--- src/rtl/uart_tx_fifo.sv ---
// uart_tx_fifo: small byte FIFO in front of a UART transmitter, LSB first, line idle high.
// Default build sends 8N1 frames; define UART_TX_PARITY_EN to insert an even-parity bit (8E1).
module uart_tx_fifo #(
    parameter int unsigned CLKS_PER_BIT = 435,
    parameter int unsigned FIFO_DEPTH   = 4
) (
    input  logic                          clk,
    input  logic                          reset,
    input  logic [7:0]                    in_data,
    input  logic                          in_valid,
    output logic                          in_ready,
    output logic                          uart_out,
    output logic                          busy,
    output logic [$clog2(FIFO_DEPTH):0]   count
);

    localparam int unsigned AW = $clog2(FIFO_DEPTH);
    localparam int unsigned PW = AW + 1;
    localparam int unsigned CW = (CLKS_PER_BIT > 1) ? $clog2(CLKS_PER_BIT) : 1;

    typedef enum logic [2:0] {
        S_IDLE   = 3'd0,
        S_START  = 3'd1,
        S_DATA   = 3'd2,
        S_STOP   = 3'd3,
        S_PARITY = 3'd4
    } state_t;

    state_t          state;
    logic [7:0]      mem [FIFO_DEPTH];
    logic [PW-1:0]   wr_ptr;
    logic [PW-1:0]   rd_ptr;
    logic [CW-1:0]   baud_cnt;
    logic [CW-1:0]   next_baud;
    logic [2:0]      bit_idx;
    logic [7:0]      shreg;
    logic            empty;
    logic            full;
    logic            push;
    logic            pop;
    logic            bit_end;

    // Pointers carry one extra wrap bit so full and empty are distinguishable.
    assign empty     = (wr_ptr == rd_ptr);
    assign full      = (wr_ptr[AW] != rd_ptr[AW]) && (wr_ptr[AW-1:0] == rd_ptr[AW-1:0]);
    assign in_ready  = ~full;
    assign count     = wr_ptr - rd_ptr;
    assign push      = in_valid && !full;
    assign bit_end   = (baud_cnt == CW'(CLKS_PER_BIT - 1));
    assign next_baud = bit_end ? '0 : baud_cnt + CW'(1);

    // A byte leaves the FIFO when idle, or at the very end of a stop bit for a gapless next frame.
    assign pop = !empty && ((state == S_IDLE) || ((state == S_STOP) && bit_end));

    always_ff @(posedge clk) begin
        if (push) begin
            mem[wr_ptr[AW-1:0]] <= in_data;
        end
    end

    // uart_out and busy are driven from the current state, so both lag the state by one clock.
    always_ff @(posedge clk or posedge reset) begin
        if (reset) begin
            state    <= S_IDLE;
            baud_cnt <= '0;
            bit_idx  <= '0;
            shreg    <= '0;
            wr_ptr   <= '0;
            rd_ptr   <= '0;
            uart_out <= 1'b1;
            busy     <= 1'b0;
        end else begin
            busy <= (state != S_IDLE) || !empty;
            if (push) begin
                wr_ptr <= wr_ptr + PW'(1);
            end
            if (pop) begin
                rd_ptr <= rd_ptr + PW'(1);
                shreg  <= mem[rd_ptr[AW-1:0]];
            end
            case (state)
                S_IDLE: begin
                    uart_out <= 1'b1;
                    baud_cnt <= '0;
                    bit_idx  <= '0;
                    if (!empty) begin
                        state <= S_START;
                    end
                end
                S_START: begin
                    uart_out <= 1'b0;
                    baud_cnt <= next_baud;
                    if (bit_end) begin
                        state <= S_DATA;
                    end
                end
                S_DATA: begin
                    uart_out <= shreg[bit_idx];
                    baud_cnt <= next_baud;
                    if (bit_end) begin
                        bit_idx <= bit_idx + 3'd1;
                        if (bit_idx == 3'd7) begin
`ifdef UART_TX_PARITY_EN
                            state <= S_PARITY;
`else
                            state <= S_STOP;
`endif
                        end
                    end
                end
`ifdef UART_TX_PARITY_EN
                S_PARITY: begin
                    uart_out <= ^shreg;
                    baud_cnt <= next_baud;
                    if (bit_end) begin
                        state <= S_STOP;
                    end
                end
`endif
                S_STOP: begin
                    uart_out <= 1'b1;
                    baud_cnt <= next_baud;
                    if (bit_end) begin
                        state <= empty ? S_IDLE : S_START;
                    end
                end
                default: begin
                    uart_out <= 1'b1;
                    state    <= S_IDLE;
                end
            endcase
        end
    end

endmodule

--- config.mk ---
export PLATFORM = sky130hd
export DESIGN_NAME = uart_tx_fifo
export DESIGN_NICKNAME = d
export VERILOG_FILES = /design/src/rtl/uart_tx_fifo.sv
export SDC_FILE = /design/constraint.sdc
export NUM_CORES = 1
export LEC_CHECK = 0
export ABC_AREA = 1
export BUFFER_PORTS_ARGS = -buffer_cell sky130_fd_sc_hd__buf_2
export CORE_AREA = 2 2 104 106
export CTS_BUF_LIST = sky130_fd_sc_hd__clkbuf_8 sky130_fd_sc_hd__clkbuf_16
export DETAILED_ROUTE_END_ITERATION = 10
export DIE_AREA = 0 0 106 108
export PLACE_DENSITY = 0.43
export SLEW_MARGIN = 20
export SYNTH_ARGS = -nofsm -noshare
export SYNTH_HDL_FRONTEND = slang
export SYNTH_SLANG_ARGS = --single-unit
--- constraint.sdc ---
create_clock -name clk -period 3.9 [get_ports clk]
set_input_delay 0.39 -clock clk [delete_from_list [all_inputs] [get_ports clk]]
set_output_delay 0.39 -clock clk [all_outputs]
set_load 0.02 [all_outputs]
==> results of run 1 <==
[cell usage in the layout (no fill, tap or decap)]
master      netlist  final
ha_1             16     16
clkinv_1          0      1
o21ai_4           1      1
o22ai_1          11     11
nand2_1          63     63
a31oi_1           1      1
o21ai_0          27     27
clkinv_2          0      1
bufinv_16         0      1
nor2_2            1      1
edfxtp_1         32     32
buf_2             4     16
xor2_1            5      5
clkbuf_8          0      9
xnor2_1           2      2
nand4_1           1      1
inv_1            32     33
dfrtp_1          29     29
a21oi_1           4      4
nand3b_1          1      1
nand2_2           3      3
dfstp_2           1      1
nand3_1          21     21
clkinvlp_4        0      2
o21ai_1           1      1
nor2_1           33     33
fa_1              1      1
buf_4             0      1
nor3_1            1      1
clkinv_4          0      1
[Yosys cell counts]
| library cell | number |
|---|---|
| buf_6 | 2 |
| o21ai_0 | 27 |
| o21ai_4 | 1 |
| edfxtp_1 | 32 |
| buf_2 | 4 |
| nand4_1 | 1 |
| xnor2_1 | 2 |
| nand2_2 | 3 |
| inv_1 | 32 |
| o22ai_1 | 11 |
| nor2_2 | 1 |
| a31oi_1 | 1 |
| nand3_1 | 21 |
| nor3_1 | 1 |
| xor2_1 | 5 |
| a21oi_1 | 4 |
| nand3b_1 | 1 |
| nand2_1 | 63 |
| ha_1 | 16 |
| dfstp_2 | 1 |
| nor2_1 | 33 |
| fa_1 | 1 |
| clkbuf_1 | 1 |
| o21ai_1 | 1 |
| dfrtp_1 | 29 |
[per-stage QoR]
| stage | cell area, µm² | power (mW) | instances |
|---|---|---|---|
| global route | 3320 | 1.75 | 456 |
| CTS | 3320 | 1.69 | 456 |
| finish | 3320 | 1.66 | 456 |
| global placement | 3130 | 1.14 | 440 |
| floorplan | 2920 | 1.01 | 294 |
| detailed placement | 3130 | 1.13 | 440 |
[cell type report]
class | count | share of cell area
sequential | 62 | 0.515
multi-input combinational | 193 | 0.314
tap | 136 | 0.0512
clock buffer | 9 | 0.0373
inverter | 32 | 0.0361
timing repair buffer | 17 | 0.0264
clock inverter | 7 | 0.0200
[path summary, 6_finish.rpt]
path,startpoint,depth (start not counted),slack (ns),end
worst max-delay path,rd_ptr[1]$_DFFE_PP0P_,7,1.45,mem[3][0]$_DFFE_PP_
worst min-delay path,reset,3,0.12,baud_cnt[5]$_DFFE_PP0P_
worst max register to register,rd_ptr[1]$_DFFE_PP0P_,7,1.45,mem[3][0]$_DFFE_PP_
worst min register to register,shreg[1]$_DFFE_PP0P_,2,0.48,shreg[1]$_DFFE_PP0P_
max in group asynchronous,reset,3,3.44,uart_out$_DFF_PP1_
min in group clk,in_data[5],1,0.28,mem[2][5]$_DFFE_PP_
[state kept, by name (all words and copies together), names as in the netlist]
register and cells:
state 2, rd_ptr 3, uart_out 1, baud_cnt 9, busy 1, wr_ptr 3, mem 32, bit_idx 3
shreg 8
[where the power goes]
part	switching [mW]	internal [mW]
clock	0.263	0.290
sequential	0.0323	0.780
combinational	0.207	0.0859
[routing by layer]
layer / GRT usage / vias up / part of all wire
met3: 0.0422 / 10 / 0.041
met5: 0 / - / 0
met2: 0.196 / 37 / 0.46
met4: 0.0404 / 0 / 0.021
li1: - / 1016 / -
met1: 0.156 / 914 / 0.48
[worst max-delay path, delay by kind of cell (launching register included)]
kind          cells  cell delay (ns)
simple gates      4             0.92
flops             1             0.56
buf+inv           2             0.27
fa+ha+maj         1             0.31
[logic make-up (layout without fill, tap and decap cells)]
logic type	Yosys count	after routing	synth area share
buffers and inverters	39	65	0.0570
XOR/XNOR	7	7	0.0210
AND/OR/NAND/NOR	124	124	0.174
adder cells (fa/ha/maj)	17	17	0.0754
AO/OA/AOI/OAI	45	45	0.0861
flip-flops	62	62	0.586
==> impl_metrics.env, run 1 <==
export IMPL_grt_pass1_wl_um=10500
export IMPL_timing_critical_path_to_type="register"
export IMPL_fp_row_count=37
export IMPL_num_fill_cells=1071
export IMPL_finalMaxSlewViolations=0
export IMPL_post_cts_resize_count=0
export IMPL_synthesis_instances=294
export IMPL_cts_tree="yes"
export IMPL_sequential_cell_area_um2=1710
export IMPL_grt_pass1_vias=1964
export IMPL_drive_above_1_share=0.116
export IMPL_finalWeightedCongestion=0.834
export IMPL_setup_viol=0
export IMPL_postRouteWirelength_um=6360
export IMPL_clockRootBuffer="clkbuf_8"
export IMPL_max_clock_freq_mhz=409
export IMPL_floorplan_die_width_um=106
export IMPL_core_um2=10200
export IMPL_finalHoldWorstSlack_ns=0.121
export IMPL_finalWorstPathRequiredPeriod_ns=2.45
export IMPL_hp_class="in -> async"
export IMPL_tightest_slew_ns=0.711
export IMPL_post_route_worst_setup_slack_ns=1.45
export IMPL_ys_warn_count=0
export IMPL_worst_endpoint_required_ns=3.87
export IMPL_design_die_area_um2=11400
export IMPL_wire_per_inst_um=13.9
export IMPL_io_pins=17
export IMPL_drt_first_pass_iters=4
export IMPL_outcome="finished, final reports clean"
export IMPL_cp_slowest_stage_delay_ns=0.60
export IMPL_final_hold_violation_count=0
export IMPL_post_route_period_util=0.627
export IMPL_leakagePower_nw=1.42
export IMPL_cp_max_fo=12
export IMPL_synth_top_area_frac=0.329
export IMPL_initial_core_utilization=0.286
export IMPL_detail_route_antenna_nets=0
export IMPL_floorplan_die_height_um=108
export IMPL_vias_per_cell=4.34
export IMPL_grt_setup_unrepaired="false"
export IMPL_cts_hold_buffers=0
export IMPL_worst_setup_hold_path_clk_slew_ns=0.07
export IMPL_setup_tns_final_ns=0
export IMPL_num_vias=1977
export IMPL_grt_overflow_total=0
export IMPL_synth_ff_latch_count=62
export IMPL_post_synth_cell_area_avg_um2=9.94
export IMPL_worstPathArrival_ns=2.41
export IMPL_layout_core_utilization=0.325
export IMPL_power_density_cell_area_nw_per_um2=499
export IMPL_htree_levels=3
export IMPL_synth_top_cell_by_area="edfxtp_1"
export IMPL_antenna_cells=0
export IMPL_max_slew_margin=0.525
export IMPL_critPathSlowestCell="nor2_1"
export IMPL_detailedPlace_worstSlack_ns=1.47
export IMPL_synthesis_area_um2=2920
export IMPL_cts_inserted_buffers=9
export IMPL_critical_path_cell_chain="inv_1, ha_1, nand2_1, inv_1, nand3_1, nand2_1, nor2_1"
export IMPL_postSynthNetCount=322
export IMPL_grt_start_max_net_pins=31
export IMPL_dp_final_hpwl_um=4570
export IMPL_criticalPathCategory="reg -> reg"
export IMPL_crit_path_start_kind="register"
export IMPL_cts_sinks=62
export IMPL_clock_path_buffers=2
export IMPL_first_iter_violations=95
export IMPL_cap_viol_max_count=0
export IMPL_drc=0
export IMPL_synth_cell_type_count=25
export IMPL_finish_net_count=343
export IMPL_worst_clock_skew_ns=0.0104
export IMPL_clock_insertion_delay_worst_skew_ns=0.34
export IMPL_number_of_antenna_violations_at_the_first_check_in_global_routing=0
export IMPL_area_taken_by_multi_input_logic_gates_um2=1040
export IMPL_globalRouteTotalUtil=0.122
export IMPL_synth_top_cells_by_area="edfxtp_1, dfrtp_1, nand2_1"
export IMPL_ir_worst_vdd_mv=0.283
export IMPL_post_cts_setup_buffer_count=0
export IMPL_place_port_buffers=16
export IMPL_ys_seq_area_frac=0.586
export IMPL_area_growth_pct=13.7
No activity file was read; power rests on OpenSTA's default activity.
==> run 2, diff against run 1 <==
PLACE_DENSITY = 0.45   (was 0.43)
clock period = 2 ns   (was 3.9 ns; I/O delays follow)
==> impl_metrics.env, run 2 (same netlist as run 1, synthesis figures left out) <==
export IMPL_outcome="finished, final reports clean"
export IMPL_design_area_um2=3420
export IMPL_floorplan_die_width_um=106
export IMPL_cap_viol_max_count=0
export IMPL_post_route_period_util=0.946
export IMPL_met2_usage=0.184
export IMPL_crit_path_start_kind="register"
export IMPL_largest_register_ffs=32
export IMPL_dp_final_hpwl_um=4290
export IMPL_leakagePower_nw=1.45
export IMPL_max_clock_freq_mhz=528
export IMPL_floorplan_die_height_um=108
export IMPL_number_of_antenna_violations_at_the_first_check_in_global_routing=0
export IMPL_finalMaxSlewViolations=0
export IMPL_ir_worst_vdd_mv=0.370
export IMPL_setup_viol=0
export IMPL_vias_per_cell=4.33
export IMPL_grt_setup_unrepaired="false"
export IMPL_worst_setup_hold_path_clk_slew_ns=0.08
export IMPL_dpl_cell_area_um2=3220
export IMPL_htree_levels=3
export IMPL_cts_tree="yes"
export IMPL_sequential_cell_area_um2=1710
export IMPL_io_pins=17
export IMPL_worst_endpoint_required_ns=1.80
export IMPL_hp_class="in -> reg"
export IMPL_final_hold_violation_count=0
export IMPL_fp_row_count=37
export IMPL_critPathSlowestCell="fa_2"
export IMPL_max_slew_margin=0.704
export IMPL_power_density_cell_area_nw_per_um2=938
export IMPL_design_die_area_um2=11400
export IMPL_detail_route_antenna_nets=0
export IMPL_finalWorstPathRequiredPeriod_ns=1.89
export IMPL_num_fill_cells=1055
export IMPL_most_common_layout_cells="nand2_1, edfxtp_1, inv_1"
export IMPL_critical_path_cell_chain="inv_2, ha_1, fa_2, inv_1, buf_2"
export IMPL_drc=0
export IMPL_clock_path_buffers=2
export IMPL_area_taken_by_multi_input_logic_gates_um2=1090
export IMPL_cp_slowest_stage_delay_ns=0.52
export IMPL_placed_cell_count=446
export IMPL_area_growth_pct=16.9
export IMPL_timing_critical_path_to_type="output port"
export IMPL_core_um2=10200
export IMPL_finish_cell_count_without_fillers=464
export IMPL_grt_pass1_wl_um=10400
export IMPL_worst_clock_skew_ns=0.0109
export IMPL_clock_insertion_delay_worst_skew_ns=0.35
export IMPL_cp_max_fo=4
export IMPL_grt_overflow_total=0
export IMPL_wire_per_inst_um=12.8
export IMPL_antenna_cells=0
export IMPL_globalRouteTotalUtil=0.118
export IMPL_met1_usage=0.152
export IMPL_gr_max_usage_layer="met2"
export IMPL_met3_usage=0.0350
export IMPL_initial_core_utilization=0.286
export IMPL_clockRootBuffer="clkbuf_8"
export IMPL_worstPathArrival_ns=1.69
export IMPL_cts_inserted_buffers=9
export IMPL_grt_pass1_vias=2085
export IMPL_finish_net_count=351
export IMPL_finalWeightedCongestion=0.758
export IMPL_cts_sinks=62
export IMPL_place_port_buffers=16
export IMPL_tightest_slew_ns=0.444
export IMPL_setup_tns_final_ns=0
export IMPL_postRouteWirelength_um=5930
export IMPL_first_iter_violations=61
export IMPL_criticalPathCategory="reg -> out"
export IMPL_drt_first_pass_iters=4
export IMPL_mostFrequentLayoutCell="nand2_1"
export IMPL_drive_above_1_share=0.162
export IMPL_num_vias=2011
export IMPL_grt_start_max_net_pins=31
## run 2: path summary, 6_finish.rpt
kind,from,to,slack [ns],cells after the start
min reg2reg,shreg[3]$_DFFE_PP0P_,shreg[3]$_DFFE_PP0P_,0.47,2
max reg2reg,wr_ptr[0]$_DFFE_PP0P_,mem[3][7]$_DFFE_PP_,0.31,7
min,in_data[7],mem[1][7]$_DFFE_PP_,0.08,1
min in group asynchronous,reset,rd_ptr[2]$_DFFE_PP0P_,0.47,4
max in group asynchronous,reset,uart_out$_DFF_PP1_,1.19,4
max,wr_ptr[0]$_DFFE_PP0P_,count[1],0.11,5
## run 2: what timing repair did
item / CTS / global route
setup endpoints to repair: 1 / 1
pin swaps: 1 / 1
endpoints found under the hold margin: 29 / 0
hold buffers: 1 / 0
setup buffers: 1 / 0
gates resized for setup: 1 / 2
## run 2: final cells by class
cell class / count / area share
sequential: 62 / 0.501
multi-input combinational: 193 / 0.318
tap: 136 / 0.0498
timing repair buffer: 25 / 0.0447
clock buffer: 9 / 0.0363
inverter: 32 / 0.0352
clock inverter: 7 / 0.0143
## run 2: layer usage
metal	part of all wire	wire, µm
met5	0	0
met3	0.035	205
met2	0.46	2730
met1	0.49	2880
met4	0.019	111
## run 2: where the power goes
part           switching [mW]  total (mW)  internal (mW)
sequential             0.0550        1.57           1.52
clock                   0.530       0.983          0.453
combinational           0.431       0.650          0.220
## run 2: worst max-delay path, delay by kind of cell (launching register included)
family,cells,cell delay [ns]
adders and majority gates,2,0.73
DFF,1,0.37
buffers and inverters,3,0.24
## run 2: per-stage QoR
step / total power [mW] / setup WS, ns / util / hold WS [ns]
3_5_place_dp: 2.23 / 0.236 / 0.315 / 0.314
4_1_cts: 3.27 / 0.0196 / 0.334 / 0.0529
5_1_grt: 3.40 / 0.0207 / 0.334 / 0.0530
2_1_floorplan: 2.03 / 0.0640 / - / 0.290
3_3_place_gp: 2.22 / 0.284 / 0.315 / 0.304
6_report: 3.21 / 0.107 / 0.334 / 0.0789
==> run 3, diff against run 2 <==
CELL_PAD_IN_SITES_DETAIL_PLACEMENT = 1   (was default)
CELL_PAD_IN_SITES_GLOBAL_PLACEMENT = 2   (was default)
PLACE_DENSITY = 0.62   (was 0.45)
==> impl_metrics.env, run 3 (same netlist as run 1, synthesis figures left out) <==
export IMPL_cp_slowest_stage_delay_ns=0.52
export IMPL_number_of_antenna_violations_at_the_first_check_in_global_routing=0
export IMPL_mostFrequentLayoutCell="nand2_1"
export IMPL_finalHoldWorstSlack_ns=0.0763
export IMPL_globalRouteTotalUtil=0.132
export IMPL_largest_register_ffs=32
export IMPL_critical_path_cell_chain="inv_2, ha_1, fa_2, inv_1, buf_2"
export IMPL_power_density_cell_area_nw_per_um2=1020
export IMPL_finalWorstPathRequiredPeriod_ns=1.89
export IMPL_clock_path_buffers=2
export IMPL_grt_setup_unrepaired="false"
export IMPL_final_hold_violation_count=0
export IMPL_worstPathArrival_ns=1.69
export IMPL_floorplan_die_height_um=108
export IMPL_drive_above_1_share=0.158
export IMPL_clockRootBuffer="clkbuf_8"
export IMPL_power_frac_seq=0.444
export IMPL_first_iter_violations=56
export IMPL_htree_levels=3
export IMPL_max_clock_freq_mhz=529
export IMPL_top_delay_family_on_crit_path="adder cells"
export IMPL_leakagePower_nw=1.49
export IMPL_comb_power_share=0.188
export IMPL_worst_setup_hold_path_clk_slew_ns=0.07
export IMPL_setup_viol=0
export IMPL_outcome="finished, final reports clean"
export IMPL_cts_tree="yes"
export IMPL_num_vias=2069
export IMPL_worst_clock_skew_ns=0.00968
export IMPL_hold_sp="in_data[3]"
export IMPL_grt_pass1_wl_um=11500
export IMPL_drt_first_pass_iters=4
export IMPL_tightest_slew_ns=0.475
export IMPL_sequential_cell_area_um2=1710
export IMPL_cap_viol_max_count=0
export IMPL_max_slew_margin=0.683
export IMPL_internal_power_mw=2.56
export IMPL_worst_r2r_startpoint="wr_ptr[0]$_DFFE_PP0P_"
export IMPL_worst_endpoint_required_ns=1.80
export IMPL_antenna_cells=0
export IMPL_grt_start_max_net_pins=31
export IMPL_clkPwrFrac=0.368
export IMPL_drc=0
export IMPL_layout_core_utilization=0.340
export IMPL_io_pins=17
export IMPL_area_growth_pct=19.1
export IMPL_clock_insertion_delay_worst_skew_ns=0.35
export IMPL_post_route_period_util=0.945
export IMPL_initial_core_utilization=0.286
export IMPL_reg2reg_depth=7
export IMPL_crit_path_start_kind="register"
export IMPL_postRouteWirelength_um=6670
export IMPL_total_switching_power_uw=988
export IMPL_area_taken_by_multi_input_logic_gates_um2=1090
export IMPL_finalWeightedCongestion=0.740
export IMPL_wire_per_inst_um=14.3
export IMPL_sw_frac_of_total=0.278
export IMPL_cp_max_fo=4
export IMPL_dp_final_hpwl_um=4880
export IMPL_design_die_area_um2=11400
export IMPL_fp_row_count=37
export IMPL_worst_r2r_setup_slack_ns=0.28
export IMPL_place_port_buffers=16
export IMPL_grt_overflow_total=0
export IMPL_holdPathStages=1
export IMPL_grt_pass1_vias=2289
export IMPL_regToRegEndpoint="mem[3][2]$_DFFE_PP_"
export IMPL_core_um2=10200
export IMPL_vias_per_cell=4.45
export IMPL_finalMaxSlewViolations=0
export IMPL_finish_net_count=352
export IMPL_hp_class="in -> reg"
export IMPL_setup_tns_final_ns=0
export IMPL_floorplan_die_width_um=106
export IMPL_critPathSlowestCell="fa_2"
export IMPL_timing_critical_path_to_type="output port"
export IMPL_cts_sinks=62
export IMPL_cts_inserted_buffers=9
export IMPL_detail_route_antenna_nets=0
export IMPL_wp_buf_inv=3
export IMPL_ir_worst_vdd_mv=0.450
export IMPL_num_fill_cells=1168
export IMPL_hold_end="mem[1][3]$_DFFE_PP_"
export IMPL_criticalPathCategory="reg -> out"
export IMPL_most_common_layout_cells="nand2_1, inv_1, edfxtp_1"
==> run 3: cell types whose count changed in the layout (fill, tap and decap cells not counted) <==
cell / before / now
buf_4: 9 / 10
bufinv_16: 0 / 3
inv_6: 2 / 0
inv_1: 31 / 33
clkinv_4: 2 / 0
clkinv_2: 2 / 1
==> run 3: layout make-up <==
class	instances	area share
inverter	32	0.0345
clock inverter	7	0.0306
multi-input combinational	193	0.312
clock buffer	9	0.0356
tap	136	0.0489
timing repair buffer	26	0.0460
sequential	62	0.492
==> run 3: how the worst max path moves through the flow <==
stage | endpoint | slack, ns | from | cells past startpoint
after floorplan | mem[3][0]$_DFFE_PP_ | 0.06 | rd_ptr[1]$_DFFE_PP0P_ | 8
after global placement | mem[3][0]$_DFFE_PP_ | 0.28 | wr_ptr[0]$_DFFE_PP0P_ | 7
after detailed placement | mem[3][2]$_DFFE_PP_ | 0.19 | wr_ptr[0]$_DFFE_PP0P_ | 7
after CTS | count[2] | 0.03 | wr_ptr[0]$_DFFE_PP0P_ | 5
after global routing | count[2] | 0.02 | wr_ptr[0]$_DFFE_PP0P_ | 5
final | count[1] | 0.11 | wr_ptr[0]$_DFFE_PP0P_ | 5
==> run 3: layer usage <==
metal | routed length [µm] | GRT usage
met1 | 3110 | 0.152
met2 | 3270 | 0.230
met3 | 182 | 0.0386
met4 | 111 | 0.0564
met5 | 0 | 0
==> run 3: repair_timing <==
item | CTS | global route
endpoints found under the hold margin | 29 | 0
pin swaps | 1 | 1
buffers inserted | 1 | 1
resized for setup | 1 | 2
setup endpoints to repair | 1 | 1
hold buffers | 1 | 0
==> run 3: per-stage QoR <==
step | setup WS [ns] | instance area, µm² | power, mW | cells
finish | 0.110 | 3480 | 3.55 | 465
global route | 0.0190 | 3480 | 3.74 | 465
CTS | 0.0308 | 3470 | 3.60 | 464
detailed placement | 0.190 | 3220 | 2.24 | 446
global placement | 0.281 | 3220 | 2.23 | 446
floorplan | 0.0640 | 2960 | 2.03 | 294
==> run 3: power groups by stage <==
stage / registers (mW) / logic, mW / clock network [mW]
after floorplan: 1.58 / 0.444 / 0
after global placement: 1.60 / 0.630 / 0
after detailed placement: 1.61 / 0.633 / 0
after CTS: 1.58 / 0.671 / 1.35
after global routing: 1.59 / 0.755 / 1.40
final: 1.58 / 0.667 / 1.31
